===== src/rtl/bcd_updown_counter.sv =====
// -----------------------------------------------------------------------------
// bcd_updown_counter
//
// Multi-digit BCD up/down counter with synchronous clear, validated parallel
// load, optional saturation at terminal count, and a combinational
// terminal-count output for cascading.
//
// Parameters
//   DIGITS   : number of BCD digits (1..8)
//   SATURATE : 0 = wrap at terminal count, 1 = hold at terminal count
//
// Ports
//   clk       in   rising-edge clock for all state
//   reset     in   asynchronous, active-high reset (count/ovf/load_err -> 0)
//   clear     in   synchronous clear to zero (highest priority)
//   load      in   synchronous parallel load request
//   load_val  in   BCD load value, digit 0 in bits [3:0]
//   en        in   count enable, one decimal step per enabled edge
//   up        in   direction, 1 = increment, 0 = decrement
//   count     out  registered BCD count, digit 0 least significant
//   tc        out  combinational terminal count / cascade carry
//   ovf       out  registered one-cycle pulse after a step taken at terminal
//   load_err  out  registered one-cycle pulse after a load with a non-BCD digit
// -----------------------------------------------------------------------------
module bcd_updown_counter #(
    parameter int DIGITS   = 4,
    parameter bit SATURATE = 1'b0
) (
    input  logic                  clk,
    input  logic                  reset,
    input  logic                  clear,
    input  logic                  load,
    input  logic [4*DIGITS-1:0]   load_val,
    input  logic                  en,
    input  logic                  up,
    output logic [4*DIGITS-1:0]   count,
    output logic                  tc,
    output logic                  ovf,
    output logic                  load_err
);

    localparam int W = 4 * DIGITS;

    logic [W-1:0]      count_q;
    logic [W-1:0]      count_d;
    logic              ovf_q;
    logic              ovf_d;
    logic              load_err_q;
    logic              load_err_d;

    logic [W-1:0]      count_step;
    logic [DIGITS-1:0] digit_nine;
    logic [DIGITS-1:0] digit_zero;
    logic [DIGITS-1:0] load_digit_bad;
    logic [DIGITS-1:0] inc_carry;
    logic [DIGITS-1:0] dec_borrow;
    logic              all_nine;
    logic              all_zero;
    logic              at_terminal;

    // Per-digit decode and stepping. A digit moves only when every lower
    // digit sits at its rollover value (9 going up, 0 going down).
    generate
        for (genvar gi = 0; gi < DIGITS; gi++) begin : g_digit
            logic [3:0] cur;
            logic [3:0] ld;
            logic [3:0] inc_val;
            logic [3:0] dec_val;

            assign cur                 = count_q[4*gi +: 4];
            assign ld                  = load_val[4*gi +: 4];
            assign digit_nine[gi]      = (cur == 4'd9);
            assign digit_zero[gi]      = (cur == 4'd0);
            assign load_digit_bad[gi]  = (ld > 4'd9);
            assign inc_val             = digit_nine[gi] ? 4'd0 : (cur + 4'd1);
            assign dec_val             = digit_zero[gi] ? 4'd9 : (cur - 4'd1);
            assign count_step[4*gi +: 4] =
                up ? (inc_carry[gi]  ? inc_val : cur)
                   : (dec_borrow[gi] ? dec_val : cur);
        end
    endgenerate

    // Carry/borrow chains kept inside one process so the ripple is a plain
    // combinational loop over digits rather than a self-referencing vector.
    always_comb begin
        inc_carry     = '0;
        dec_borrow    = '0;
        inc_carry[0]  = 1'b1;
        dec_borrow[0] = 1'b1;
        for (int i = 1; i < DIGITS; i++) begin
            inc_carry[i]  = inc_carry[i-1]  & digit_nine[i-1];
            dec_borrow[i] = dec_borrow[i-1] & digit_zero[i-1];
        end
    end

    assign all_nine    = &digit_nine;
    assign all_zero    = &digit_zero;
    assign at_terminal = up ? all_nine : all_zero;

    // Cascade carry is deliberately not gated by clear/load so that a chain
    // of counters sees a stable carry purely from count, en and up.
    assign tc = en & at_terminal;

    // Next-state: clear > load > en.
    always_comb begin
        count_d    = count_q;
        ovf_d      = 1'b0;
        load_err_d = 1'b0;
        if (clear) begin
            count_d = '0;
        end else if (load) begin
            if (|load_digit_bad) begin
                load_err_d = 1'b1;
            end else begin
                count_d = load_val;
            end
        end else if (en) begin
            ovf_d = at_terminal;
            // The stepped value already wraps 9..9 <-> 0..0; saturation just
            // suppresses that step at terminal count.
            if (!(SATURATE && at_terminal)) begin
                count_d = count_step;
            end
        end
    end

    always_ff @(posedge clk or posedge reset) begin
        if (reset) begin
            count_q    <= '0;
            ovf_q      <= 1'b0;
            load_err_q <= 1'b0;
        end else begin
            count_q    <= count_d;
            ovf_q      <= ovf_d;
            load_err_q <= load_err_d;
        end
    end

    assign count    = count_q;
    assign ovf      = ovf_q;
    assign load_err = load_err_q;

endmodule


===== config.mk =====
export PLATFORM = sky130hd
export DESIGN_NAME = bcd_updown_counter
export DESIGN_NICKNAME = d
export VERILOG_FILES = /design/src/rtl/bcd_updown_counter.sv
export SDC_FILE = /design/constraint.sdc
export NUM_CORES = 1
export LEC_CHECK = 0
export ABC_CLOCK_PERIOD_IN_PS = 2750
export CORE_UTILIZATION = 50
export CTS_CLUSTER_SIZE = 14
export DETAILED_ROUTE_END_ITERATION = 10
export PLACE_DENSITY_LB_ADDON = 0.15
export SYNTH_ARGS = -nofsm -noshare
export SYNTH_HDL_FRONTEND = slang
export SYNTH_SLANG_ARGS = --single-unit
export TNS_END_PERCENT = 20

===== constraint.sdc =====
create_clock -name clk -period 2.75 [get_ports clk]
set_input_delay 0.55 -clock clk [delete_from_list [all_inputs] [get_ports clk]]
set_output_delay 0.55 -clock clk [all_outputs]
set_load 0.02 [all_outputs]

# After elaboration in Yosys (flattened, before gate mapping)

Cells that the tools add are included.

Register bits: 18
Output and inout port bits: 19
Logic and storage cells: 75

Add/subtract/negate cells: 8
Order comparisons: 4
Equal/unequal tests: 8
Mux-type cells: 29
Bitwise operators: 5
Reductions and logical operators: 15

Operator list:

| operator            | number |
|---|---|
| $mux 4              | 18 |
| $mux 16             | 4 |
| $reduce_and 4->1    | 5 |
| $add 4x1->4 const B | 4 |
| $eq 4x4->1 const B  | 4 |
| $gt 4x4->1 const B  | 4 |
| $logic_not 4->1     | 4 |
| $sub 4x1->4 const B | 4 |
| $ne 4x3->1 const B  | 3 |
| $reduce_bool 4->1   | 3 |
| $mux 1              | 7 |
| $and 1x1->1         | 5 |
| $reduce_or 4->1     | 1 |
| $ne 3x3->1 const B  | 1 |
| $reduce_bool 3->1   | 1 |
| $reduce_and 2->1    | 1 |

# Logic depth before layout (Yosys ltp)

Gate-level depths: netlist of run 1.

Word-level depth: 8
Gate-level depth with buffers: 8
Mapped depth without buffers: 7

# Worst setup path before layout of run 1

OpenSTA, ideal clock, no wires.

Path type: register to output
Start point: register count_q[0] (netlist: count[0])
End point: output tc
Arrival time: 1.715 ns
Required time: 2.200 ns
Path slack: 0.485 ns
Stages on the path, launching flop included: 7
Buffers on the path: 0
Cell sequence: dfrtp_1 inv_1 ha_1 nor3b_2 nand3_1 a21oi_1 o2111a_1

Longest elaborated chain between the ends: 4

RTL lines:

| item                                          | line   | text |
|---|---|---|
| start: declaration                            | 44     | `logic [W-1:0] count_q;` |
| start signal: assignment                      | 133    | `count_q <= count_d;` |
| $eq 4x4->1 or $logic_not 4->1 (tied branches) | 72, 73 |  |
| $reduce_and 4->1 (on tied branches)           | 96, 97 |  |
| $mux 1 *                                      | 98     | `assign at_terminal = up ? all_nine : all_zero;` |
| $and 1x1->1 *                                 | 102    | `assign tc = en & at_terminal;` |
| end: declaration                              | 37     | `output logic tc,` |

Every way passes the cells marked *; elsewhere a longest branch is shown, timed or not.

# Final worst setup path of run 1

Start point: input up
End point: output tc

Longest elaborated chain between the ends: 2

RTL lines:

| item               | line | text |
|---|---|---|
| start: declaration | 35   | `input logic up,` |
| $mux 1             | 98   |  |
| $and 1x1->1        | 102  |  |

No other way between the ends.

==> impl_metrics.tcl, run 1 <==
set metrics [dict create \
    nets 295 \
    cp-end-kind "output port" \
    wl_um 4613 \
    fin_crit_sh_pct 96.21 \
    fmax_mhz 378.0 \
    io_pins 41 \
    ant_nets 0 \
    yosys.area.top_type_share_pct 25.71 \
    drt_iter0_markers 135 \
    drive_above_1_share_pct 15.04 \
    clock_tree.root_cell "clkbuf_4" \
    die_h_um 61.19 \
    cp_data_arrival_time_ns 2.10 \
    netlist_area_um2 1752 \
    synth_seq_area_share_pct 25.71 \
    die_x_um 61.19 \
    netlist_top_cells_area "dfrtp_1 (26%), a21oi_1 (4.9%), nor2_1 (4.7%)" \
    fin_ws_ns 0.1042 \
    grt_pass1_wl_um 7396 \
    p_int_mw 0.5686 \
    cp_max_fo 2 \
    synth_edf_count 0 \
    synth_cells 217 \
    fin_crit_ns 2.646 \
    fp-row-count 21 \
    num_vias 1834 \
    grt_pass1_vias 1659 \
    synth_commonest_cells "nor2_1 (22), dfrtp_1 (18), a21oi_1 (17)" \
    post-route-drc-count 0 \
    finalPower_mw 0.9145 \
    avgViaCountPerCell 5.878 \
    swShare_pct 37.83 \
    crit_path_start_kind "input pin" \
    n_antenna_cell 0 \
    grt_max_degree 19 \
    synthFlopType "dfrtp_1" \
    antenna_found_initial 0 \
    cts_tree "done" \
    avgRoutedWirePerCell_um 14.79 \
    leakagePower_nw 0.9912 \
    cts_hold_repair.buffers 0 \
    final_util_pct 69.44 \
    synth_nets 245 \
    grt_setup_unrepaired "false" \
    drtPass1Iterations 4 \
    cts.htree.levels 1 \
    final-setup-viol-count 0 \
    numClockSinks 18 \
    cts_buffers 3 \
    p_sw_mw 0.3459 \
    core-area_um2 3337 \
    pre_cts_ws_ns -0.3895 \
    avgSynthCellArea_um2 8.072 \
    cp.required_ns 2.20 \
    initial_core_util_pct 52.49 \
    place.gp.congestion 0.8835 \
    clock_latency_ns 0.32 \
    synth_most_common_cell "nor2_1" \
    grt_usage_pct 26.55 \
    synth_top_area_cell "dfrtp_1" \
    ys_ff_latch 18 \
    drv_cap 0 \
    seqPwrFrac_pct 34.9 \
    hold_class "input pin to async pin" \
    async_reset_ff_share_pct 100.0 \
    power_frac_clock_pct 20.4 \
    slew_violations 0 \
    skew_ns 0.003364 \
    dieArea_um2 3744 \
    synth_cell_types 57 \
    hold_violations 0 \
    port_buffers 40 \
    worstSetupPathType "input pin to output port" \
    worst-slew-pin-transition_ns 0.7216 \
    cts_max_path_buffers 2 \
    nFillCells 274 \
    powerDensity_nw_per_um2 394.7 \
    synth-warning-count 0 \
    peakVddDrop_v 0.0004041 \
    relSlewSlack_pct 51.84 \
    status "finished, final reports clean" \
    pwr-share-comb_pct 44.7 \
    grt_overflow_total 0 \
    detailedPlacementHpwl_um 3441 \
    cts.reportedPaths.clkPinSlew_ns 0.13 \
    area_delta_synth_final_pct 32.29 \
]
==> power groups by stage <==
stage	combinational, mW	sequential, mW	clock (mW)
floorplan	0.234	0.338	0
global placement	0.398	0.321	0
detailed placement	0.401	0.322	0
CTS	0.405	0.317	0.187
global route	0.446	0.322	0.199
finish	0.409	0.319	0.186
==> layout make-up <==
type,instances,area (um^2),area share [%]
inverters,15,56.30,2.430
well taps,46,57.56,2.484
flip-flops and latches,18,450.4,19.44
multi-input cells,166,1149,49.57
clock buffers,4,36.28,1.566
repair buffers,63,568.0,24.51
==> logic make-up (layout without fill, tap and decap cells) <==
group / count (synthesis) / in the layout / share of synthesized area [%]
AOI/OAI and AO/OA: 76 / 76 / 32.43
xor gates and xnor gates: 4 / 4 / 2.000
adders and majority gates: 6 / 6 / 4.286
buffers and inverters: 33 / 82 / 9.928
DFF: 18 / 18 / 25.71
muxes: 5 / 5 / 2.857
and+or+nand+nor: 75 / 75 / 22.79
==> metal layers <==
layer  track usage, %  up-vias  wire length, um
met3            5.252        6              291
li1                 -      901                -
met2            43.48       64             2234
met1            36.04      863             2033
met4            6.169        0               55
met5                0        -                0
==> through the flow <==
step / setup TNS (ns) / area [um^2] / hold slack [ns] / cells
finish: 0 / 2317 / 0.6354 / 312
global route: 0 / 2317 / 0.6738 / 312
global placement: -0.3776 / 2257 / 0.6119 / 307
CTS: 0 / 2305 / 0.6373 / 311
floorplan: 0 / 1752 / 0.4886 / 217
detailed placement: -0.4312 / 2257 / 0.6102 / 307
==> final timing paths <==
path                       depth (start not counted)  slack, ns   endpoint     start
min in group clk                                   2       0.64   count[0]  count[0]
min                                                2       0.64  count[11]     reset
max reg2reg                                        8       0.57   count[9]  count[0]
max in group asynchronous                          2       1.66   load_err     reset
max                                                6       0.10         tc        up
min reg2reg                                        2       0.64   count[0]  count[0]
==> placed cells by master, fill, tap and decap left out, types with 2 or more instances in the layout <==
cell type	Yosys	layout
clkdlybuf4s50_1	0	39
buf_4	4	23
nor2_1	22	22
dfrtp_1	18	18
a21oi_1	17	16
inv_1	15	15
nand2_1	12	12
o21ai_0	9	9
nand3_1	8	8
nor3_1	7	7
a211oi_1	7	7
ha_1	6	6
nand2b_1	5	5
a22o_1	5	5
a32o_1	5	5
mux2i_1	5	5
a211o_1	4	4
o31ai_1	4	4
a311oi_1	3	3
xor2_1	3	3
o21a_1	3	3
clkbuf_4	0	3
and3_1	2	2
a21oi_2	1	2
nor2b_2	1	2
or3_1	2	2
a31oi_1	2	2
and3b_1	2	2
a221oi_1	2	2
o31a_1	2	2
==> what timing repair did <==
action                                  in CTS  in global routing
endpoints found under the setup margin       1                  1
gates resized for setup                      5                  3
pin swaps                                    0                  2
hold endpoints to repair                     0                  0
buffers inserted                             0                  1
==> worst max-delay path, cell delays in order <==
cell and delay [ns]:
clkdlybuf4s50_1 0.50, nor4bb_4 0.29, nand4_1 0.18, a21oi_2 0.20, o2111a_1 0.21, buf_2 0.16
==> sequential cells by signal (all words and copies together), names as in the netlist <==
register and count:
count 16, load_err 1, ovf 1
No activity file was read; power rests on OpenSTA's default activity.
==> run 2, diff against run 1 <==
--- a/config.mk
+++ b/config.mk
@@ -13,4 +13,3 @@
 export SYNTH_ARGS = -nofsm -noshare
 export SYNTH_HDL_FRONTEND = slang
 export SYNTH_SLANG_ARGS = --single-unit
-export TNS_END_PERCENT = 20
==> results of run 2 <==
The final DEF is identical to that of run 1; final timing and power are the same.
